$ cat src/rtl/data_mem_responder.sv
`default_nettype none
// ============================================================================
//  Module      : data_mem_responder
//  Description : Memory-side responder for the processor data port. Decodes
//                each word access into a word RAM, a console TX FIFO that
//                drives a valid/ready byte stream, and a free-running 32-bit
//                cycle counter. Loads are combinational; stores commit on
//                the rising clock edge.
//
//  Ports
//    clk             in   1   single clock, all state updates on posedge
//    reset_n         in   1   asynchronous active-low reset
//    WE              in   1   store enable from the processor
//    address_to_mem  in  32   byte address, bits [1:0] ignored
//    data_to_mem     in  32   store data
//    data_from_mem   out 32   load data, combinational
//    tx_data         out  8   console byte at FIFO head (0 while empty)
//    tx_valid        out  1   FIFO non-empty
//    tx_ready        in   1   sink accepts tx_data this cycle
//
//  Address map
//    0 .. RAM_WORDS*4-1   RAM
//    0xFFFF_FFF0          CON_DATA  (W: push byte, R: 0)
//    0xFFFF_FFF4          CON_STAT  (R: {overflow, full, empty}, W: bit2 clears overflow)
//    0xFFFF_FFF8          CYCLES    (R: counter, W: load counter)
//
//  Revision    : 1.0  initial release
// ============================================================================
module data_mem_responder #(
    parameter int RAM_WORDS  = 64,
    parameter int FIFO_DEPTH = 4     // power of two, >= 2
) (
    input  logic        clk,
    input  logic        reset_n,
    input  logic        WE,
    input  logic [31:0] address_to_mem,
    input  logic [31:0] data_to_mem,
    output logic [31:0] data_from_mem,
    output logic [7:0]  tx_data,
    output logic        tx_valid,
    input  logic        tx_ready
);

    // ------------------------------------------------------------------------
    // Constants
    // ------------------------------------------------------------------------
    localparam int          c_RAM_AW    = (RAM_WORDS > 1) ? $clog2(RAM_WORDS) : 1;
    localparam logic [31:0] c_RAM_BYTES = RAM_WORDS * 4;
    localparam int          c_IW        = $clog2(FIFO_DEPTH);
    localparam int          c_PW        = c_IW + 1;

    localparam logic [31:0] c_ADDR_CON_DATA = 32'hFFFF_FFF0;
    localparam logic [31:0] c_ADDR_CON_STAT = 32'hFFFF_FFF4;
    localparam logic [31:0] c_ADDR_CYCLES   = 32'hFFFF_FFF8;

    localparam logic [c_PW-1:0] c_PTR_ONE    = 1;
    localparam logic [31:0]     c_CYCLES_ONE = 32'd1;

    // ------------------------------------------------------------------------
    // Address decode (word access only: the two byte-lane bits are dropped)
    // ------------------------------------------------------------------------
    logic [31:0]         w_word_addr;
    logic                w_sel_ram;
    logic                w_sel_con_data;
    logic                w_sel_con_stat;
    logic                w_sel_cycles;
    logic [c_RAM_AW-1:0] w_ram_idx;
    logic                w_unused_addr_lsb;

    assign w_word_addr       = {address_to_mem[31:2], 2'b00};
    assign w_sel_ram         = (w_word_addr < c_RAM_BYTES);
    assign w_sel_con_data    = (w_word_addr == c_ADDR_CON_DATA);
    assign w_sel_con_stat    = (w_word_addr == c_ADDR_CON_STAT);
    assign w_sel_cycles      = (w_word_addr == c_ADDR_CYCLES);
    assign w_ram_idx         = address_to_mem[c_RAM_AW+1:2];
    assign w_unused_addr_lsb = ^address_to_mem[1:0];

    // ------------------------------------------------------------------------
    // Word RAM: no reset, contents survive reset pulses
    // ------------------------------------------------------------------------
    logic [31:0] r_ram [RAM_WORDS];

    always_ff @(posedge clk) begin
        if (WE && w_sel_ram) begin
            r_ram[w_ram_idx] <= data_to_mem;
        end
    end

    // ------------------------------------------------------------------------
    // Console TX FIFO
    // Pointers carry one extra wrap bit so full and empty are distinguishable
    // without a separate count register.
    // ------------------------------------------------------------------------
    logic [c_PW-1:0] r_wr_ptr;
    logic [c_PW-1:0] r_rd_ptr;
    logic [7:0]      r_fifo_mem [FIFO_DEPTH];
    logic            r_overflow;

    logic [c_IW-1:0] w_wr_idx;
    logic [c_IW-1:0] w_rd_idx;
    logic            w_empty;
    logic            w_full;
    logic            w_push_req;
    logic            w_pop;
    logic            w_push_ok;
    logic            w_overflow_set;
    logic            w_overflow_clr;

    assign w_wr_idx = r_wr_ptr[c_IW-1:0];
    assign w_rd_idx = r_rd_ptr[c_IW-1:0];
    assign w_empty  = (r_wr_ptr == r_rd_ptr);
    assign w_full   = (w_wr_idx == w_rd_idx) && (r_wr_ptr[c_PW-1] != r_rd_ptr[c_PW-1]);

    assign w_push_req = WE && w_sel_con_data;
    assign w_pop      = !w_empty && tx_ready;
    // When full, a simultaneous pop frees the head slot, which is exactly the
    // slot the write index points at, so the push can land there this edge.
    assign w_push_ok  = w_push_req && (!w_full || w_pop);

    assign w_overflow_set = w_push_req && w_full && !w_pop;
    assign w_overflow_clr = WE && w_sel_con_stat && data_to_mem[2];

    always_ff @(posedge clk or negedge reset_n) begin
        if (!reset_n) begin
            r_wr_ptr   <= '0;
            r_rd_ptr   <= '0;
            r_overflow <= 1'b0;
        end else begin
            if (w_push_ok) begin
                r_wr_ptr <= r_wr_ptr + c_PTR_ONE;
            end
            if (w_pop) begin
                r_rd_ptr <= r_rd_ptr + c_PTR_ONE;
            end
            // Set takes precedence over clear
            if (w_overflow_set) begin
                r_overflow <= 1'b1;
            end else if (w_overflow_clr) begin
                r_overflow <= 1'b0;
            end
        end
    end

    // Storage needs no reset: the pointers alone define which entries are live
    always_ff @(posedge clk) begin
        if (w_push_ok) begin
            r_fifo_mem[w_wr_idx] <= data_to_mem[7:0];
        end
    end

    assign tx_valid = !w_empty;
    assign tx_data  = w_empty ? 8'h00 : r_fifo_mem[w_rd_idx];

    // ------------------------------------------------------------------------
    // Free-running cycle counter; a CYCLES store overrides the increment
    // ------------------------------------------------------------------------
    logic [31:0] r_cycles;

    always_ff @(posedge clk or negedge reset_n) begin
        if (!reset_n) begin
            r_cycles <= '0;
        end else if (WE && w_sel_cycles) begin
            r_cycles <= data_to_mem;
        end else begin
            r_cycles <= r_cycles + c_CYCLES_ONE;
        end
    end

    // ------------------------------------------------------------------------
    // Load data mux: reflects pre-edge state
    // ------------------------------------------------------------------------
    always_comb begin
        data_from_mem = 32'h0000_0000;
        if (w_sel_ram) begin
            data_from_mem = r_ram[w_ram_idx];
        end else if (w_sel_con_stat) begin
            data_from_mem = {29'b0, r_overflow, w_full, w_empty};
        end else if (w_sel_cycles) begin
            data_from_mem = r_cycles;
        end
    end

endmodule
`default_nettype wire

$ cat config.mk
export PLATFORM = sky130hd
export DESIGN_NAME = data_mem_responder
export DESIGN_NICKNAME = d
export VERILOG_FILES = /design/src/rtl/data_mem_responder.sv
export SDC_FILE = /design/constraint.sdc
export NUM_CORES = 2
export LEC_CHECK = 0
export ABC_AREA = 0
export BUFFER_PORTS_ARGS = -buffer_cell sky130_fd_sc_hd__buf_2
export CORE_ASPECT_RATIO = 2
export CORE_UTILIZATION = 45
export DETAILED_ROUTE_END_ITERATION = 6
export PLACE_DENSITY = 0.6
export SLEW_MARGIN = 20
export SYNTH_ARGS = -nofsm -noshare
export SYNTH_HDL_FRONTEND = slang
export SYNTH_SLANG_ARGS = --single-unit
$ cat constraint.sdc
create_clock -name clk -period 3.3 [get_ports clk]
set_input_delay 0.66 -clock clk [delete_from_list [all_inputs] [get_ports clk]]
set_output_delay 0.66 -clock clk [all_outputs]
set_load 0.02 [all_outputs]
==> metrics.log <==
[metrics] overall die height: 608 um
[metrics] highest achievable clock rate: 246 MHz
[metrics] Hold Path Class: in -> async
[metrics] clock root cell: clkbuf_16
[metrics] crit-path cells: mux2_4, a32o_2, a211o_1, a2111oi_4, buf_4, nand4_1, buf_4, a22o_1, buf_6
[metrics] Core Footprint: 0.183 mm2
[metrics] critical path data arrival time: 3400 ps
[metrics] crit-path leading delay family: compound AO/OA/AOI/OAI gates
[metrics] via count: 52300
[metrics] drt initial violations: 6990
[metrics] count of pins over their slew limit: 0
[metrics] Yosys reg bits: 2119
[metrics] element type at the critical path start: register
[metrics] type of element capturing the critical path: output pin
[metrics] total routed wirelength: 316 mm
[metrics] post-DP HPWL: 208 mm
[metrics] mean area per synthesized cell: 18.8 um2
[metrics] gr ovfl total: 0
[metrics] portion of the clock cycle consumed by the worst path in the final layout: 123%
[metrics] number of hold violations in the final report: 2
[metrics] via/cell ratio: 6.60
[metrics] RSZ-0062 raised after global routing: yes
[metrics] placer's final routability congestion estimate: 0.940
[metrics] number of core rows: 222
[metrics] hold_buf cts: 0
[metrics] clock latency on the worst-skew pair: 820 ps
[metrics] maximum single-stage delay on the critical path: 380 ps
[metrics] Starting Density: 45.2%
[metrics] largest net degree at the start of global routing: 70
[metrics] Slew HR: 21.2%
[metrics] Post-Route Utilization: 57.5%
[metrics] share of flip-flops with an asynchronous set or reset after synthesis: 1.84%
[metrics] Sequential cell area: 0.0634 mm2
[metrics] netlist area before placement: 0.0827 mm2
[metrics] violated checks: design-rule violations, negative hold slack, negative setup slack
[metrics] Yosys cell types: 84
[metrics] number of buffers added on ports: 106
[metrics] pin slew with the least headroom to its limit: 1180 ps
[metrics] wire length of the first global-routing pass: 425 mm
[metrics] most instantiated flip-flop cell in the synthesis netlist: edfxtp_1
[metrics] Post-Place Setup Slack: -1370 ps
[metrics] register area share after synthesis: 76.7%
[metrics] final setup fails: 32
[metrics] die span in x: 305 um
[metrics] Clock H-tree levels: 4
[metrics] Synth-to-Final Area Change: 27.1%
[metrics] DRC: 5
[metrics] outcome: finished, violations left
[metrics] Net count, final: 5501
[metrics] fraction of final layout cells with drive strength greater than 1: 38.1%
[metrics] multi-input gate area in the final layout: 0.0202 mm2
[metrics] Syn Nets: 4483
[metrics] number of clock sinks: 2119
[metrics] CTS tree: built
[metrics] VDD IR max: 0.443 mV
[metrics] Setup Crit Path Kind: reg -> out
[metrics] critical path data required time: 2640 ps
[metrics] count of warnings emitted by yosys: 0
[metrics] maximum net fanout on the critical path: 1
[metrics] number of enable flip-flop cells after synthesis: 2080
[metrics] vias in the first global route: 51300
[metrics] Clock Path Buffers: 4
[metrics] Most Frequent Cell on Critical Path: buf_4
[metrics] average routed wire per standard cell: 39.9 um
[metrics] overall die area: 0.186 mm2
[metrics] most frequent standard cell in the layout excluding fill and tap cells: edfxtp_1
[metrics] Post-Synthesis Cells: 4409
[metrics] final-layout fill cell count: 13500
[metrics] Top-Level Pins: 109
[metrics] overall track demand over capacity in global routing: 33.5%
[metrics] Clk pin slew, worst setup/hold paths: 70 ps
[metrics] antenna violations before repair: 14
[metrics] max-cap check violation count: 0
[metrics] worst path buffer plus inverter count: 3
[metrics] Worst Slack Setup Final: -761 ps
[metrics] reported leakage power: 35.3 nW
[metrics] CP max stage cell: edfxtp_1
[metrics] clock skew after layout: 9.98 ps
[metrics] Inserted Clock Buffers: 178
[metrics] antenna violation net count after detailed routing: 0
[metrics] total power per unit cell area: 536 mW/mm2
[metrics] worst-case hold slack: -8.27 ps
[metrics] time the final worst path needs with I/O delays and setup: 4060 ps
[metrics] detailed-routing iteration count for the pre-antenna-repair pass: 7
[metrics] commonest cells after routing, fill and taps aside: 2080 x edfxtp_1, 670 x buf_4, 236 x buf_12
-- state kept, by name (all words and copies together), names as in the netlist --
name        count
r_overflow      1
r_fifo_mem     32
r_wr_ptr        3
r_cycles       32
r_rd_ptr        3
r_ram        2048
-- cell type report --
type	count	area share [%]
Multi-Input combinational cell	1979	19.2
Clock inverter	99	1.01
Timing Repair Buffer	1139	12.1
Sequential cell	2119	60.3
Clock buffer	215	4.50
Antenna cell	5	0.0119
Inverter	10	0.0452
Tap cell	2352	2.80
-- cell usage after synthesis, types with 9 or more instances --
| cell type | number | area share [%] |
|---|---|---|
| edfxtp_1 | 2080 | 76 |
| buf_4 | 50 | 0.45 |
| nor2_1 | 154 | 0.70 |
| a221o_1 | 27 | 0.33 |
| buf_6 | 20 | 0.27 |
| o211ai_1 | 15 | 0.14 |
| buf_1 | 21 | 0.095 |
| a32oi_1 | 11 | 0.12 |
| nor4_1 | 13 | 0.098 |
| xor2_1 | 20 | 0.21 |
| dfrtp_1 | 39 | 1.2 |
| mux4_2 | 188 | 5.1 |
| o21ai_0 | 59 | 0.36 |
| nor3b_1 | 12 | 0.11 |
| a31oi_1 | 19 | 0.14 |
| nor2b_1 | 16 | 0.12 |
| a21oi_1 | 125 | 0.76 |
| o2bb2ai_1 | 11 | 0.12 |
| mux2_2 | 160 | 2.2 |
| xnor2_1 | 17 | 0.18 |
| nor3_1 | 23 | 0.14 |
| mux2i_1 | 216 | 2.6 |
| clkbuf_1 | 92 | 0.42 |
| nand2_1 | 121 | 0.55 |
| a221oi_1 | 182 | 1.9 |
| a22o_1 | 61 | 0.65 |
| nand4_1 | 27 | 0.20 |
| nand3b_1 | 9 | 0.082 |
| a211o_1 | 9 | 0.095 |
| nand3_1 | 49 | 0.30 |
| a211oi_1 | 16 | 0.15 |
| buf_2 | 115 | 0.70 |
| o22ai_1 | 93 | 0.70 |
| a22oi_1 | 173 | 1.6 |
| and3_1 | 25 | 0.19 |
-- power breakdown --
group          internal [mW]  leakage, nW  switching, mW  total, mW
Sequential              29.5         19.2         0.0369       29.6
Clock                   11.9         2.82           9.76       21.7
Combinational           1.99         13.3           3.12       5.11
Total                   43.5         35.3           12.9       56.4
-- cell families after synthesis --
group	share of synthesized area (%)
buffers and inverters	2.05
multiplexers	10.0
adder cells (fa/ha/maj)	0.0908
AO/OA/AOI/OAI	7.83
XOR/XNOR	0.392
flip-flops	76.7
AND/OR/NAND/NOR	2.91
-- metal layers --
layer | part of all wire, % | global-route usage, % | vias to the layer above
li1 | - | - | 20400
met1 | 32 | 38.2 | 27000
met2 | 49 | 56.6 | 3797
met3 | 9.6 | 6.04 | 1059
met4 | 9.1 | 24.3 | 12
met5 | 0.021 | 0 | -
-- timing repair --
action / 4_1_cts / 5_1_grt
pin swaps: 118 / 99
gates resized for setup: 466 / 182
setup endpoints to repair: 32 / 32
cloned: 17 / 5
setup buffers: 106 / 59
-- metrics by stage --
step,std cells,power (mW),TNS [ps],cell area (um2)
final,7918,56.4,-14920,105000
after global routing,7916,57.3,-15420,105000
after CTS,7861,56.1,-14960,104000
after detailed placement,7436,34.4,-67660,94400
after global placement,7436,34.4,-64010,94400
after floorplan,4409,31.8,-452600,82900
-- final timing paths --
kind | slack, ps | cells after the start | from | to
setup reg to reg | 840 | 6 | r_cycles[14]$_DFF_PN0_ | r_cycles[28]$_DFF_PN0_
setup / recovery | -760 | 9 | r_ram[17][21]$_DFFE_PP_ | data_from_mem[21]
hold / removal | -8 | 1 | reset_n | r_cycles[15]$_DFF_PN0_
max in group asynchronous | 2630 | 1 | reset_n | r_wr_ptr[0]$_DFFE_PN0P_
hold reg to reg | 500 | 1 | r_wr_ptr[2]$_DFFE_PN0P_ | r_wr_ptr[2]$_DFFE_PN0P_
min in group clk | 90 | 2 | tx_ready | r_overflow$_DFFE_PN0P_
-- worst reg2reg max path, stage by stage, from the launching register on --
cell and delay (ps):
dfrtp_1 470, nand4_1 290, nor4_1 640, nand4_1 400, nor3_1 300, xnor2_1 150, a21oi_1 90
Power figures use the tool's default switching activity.
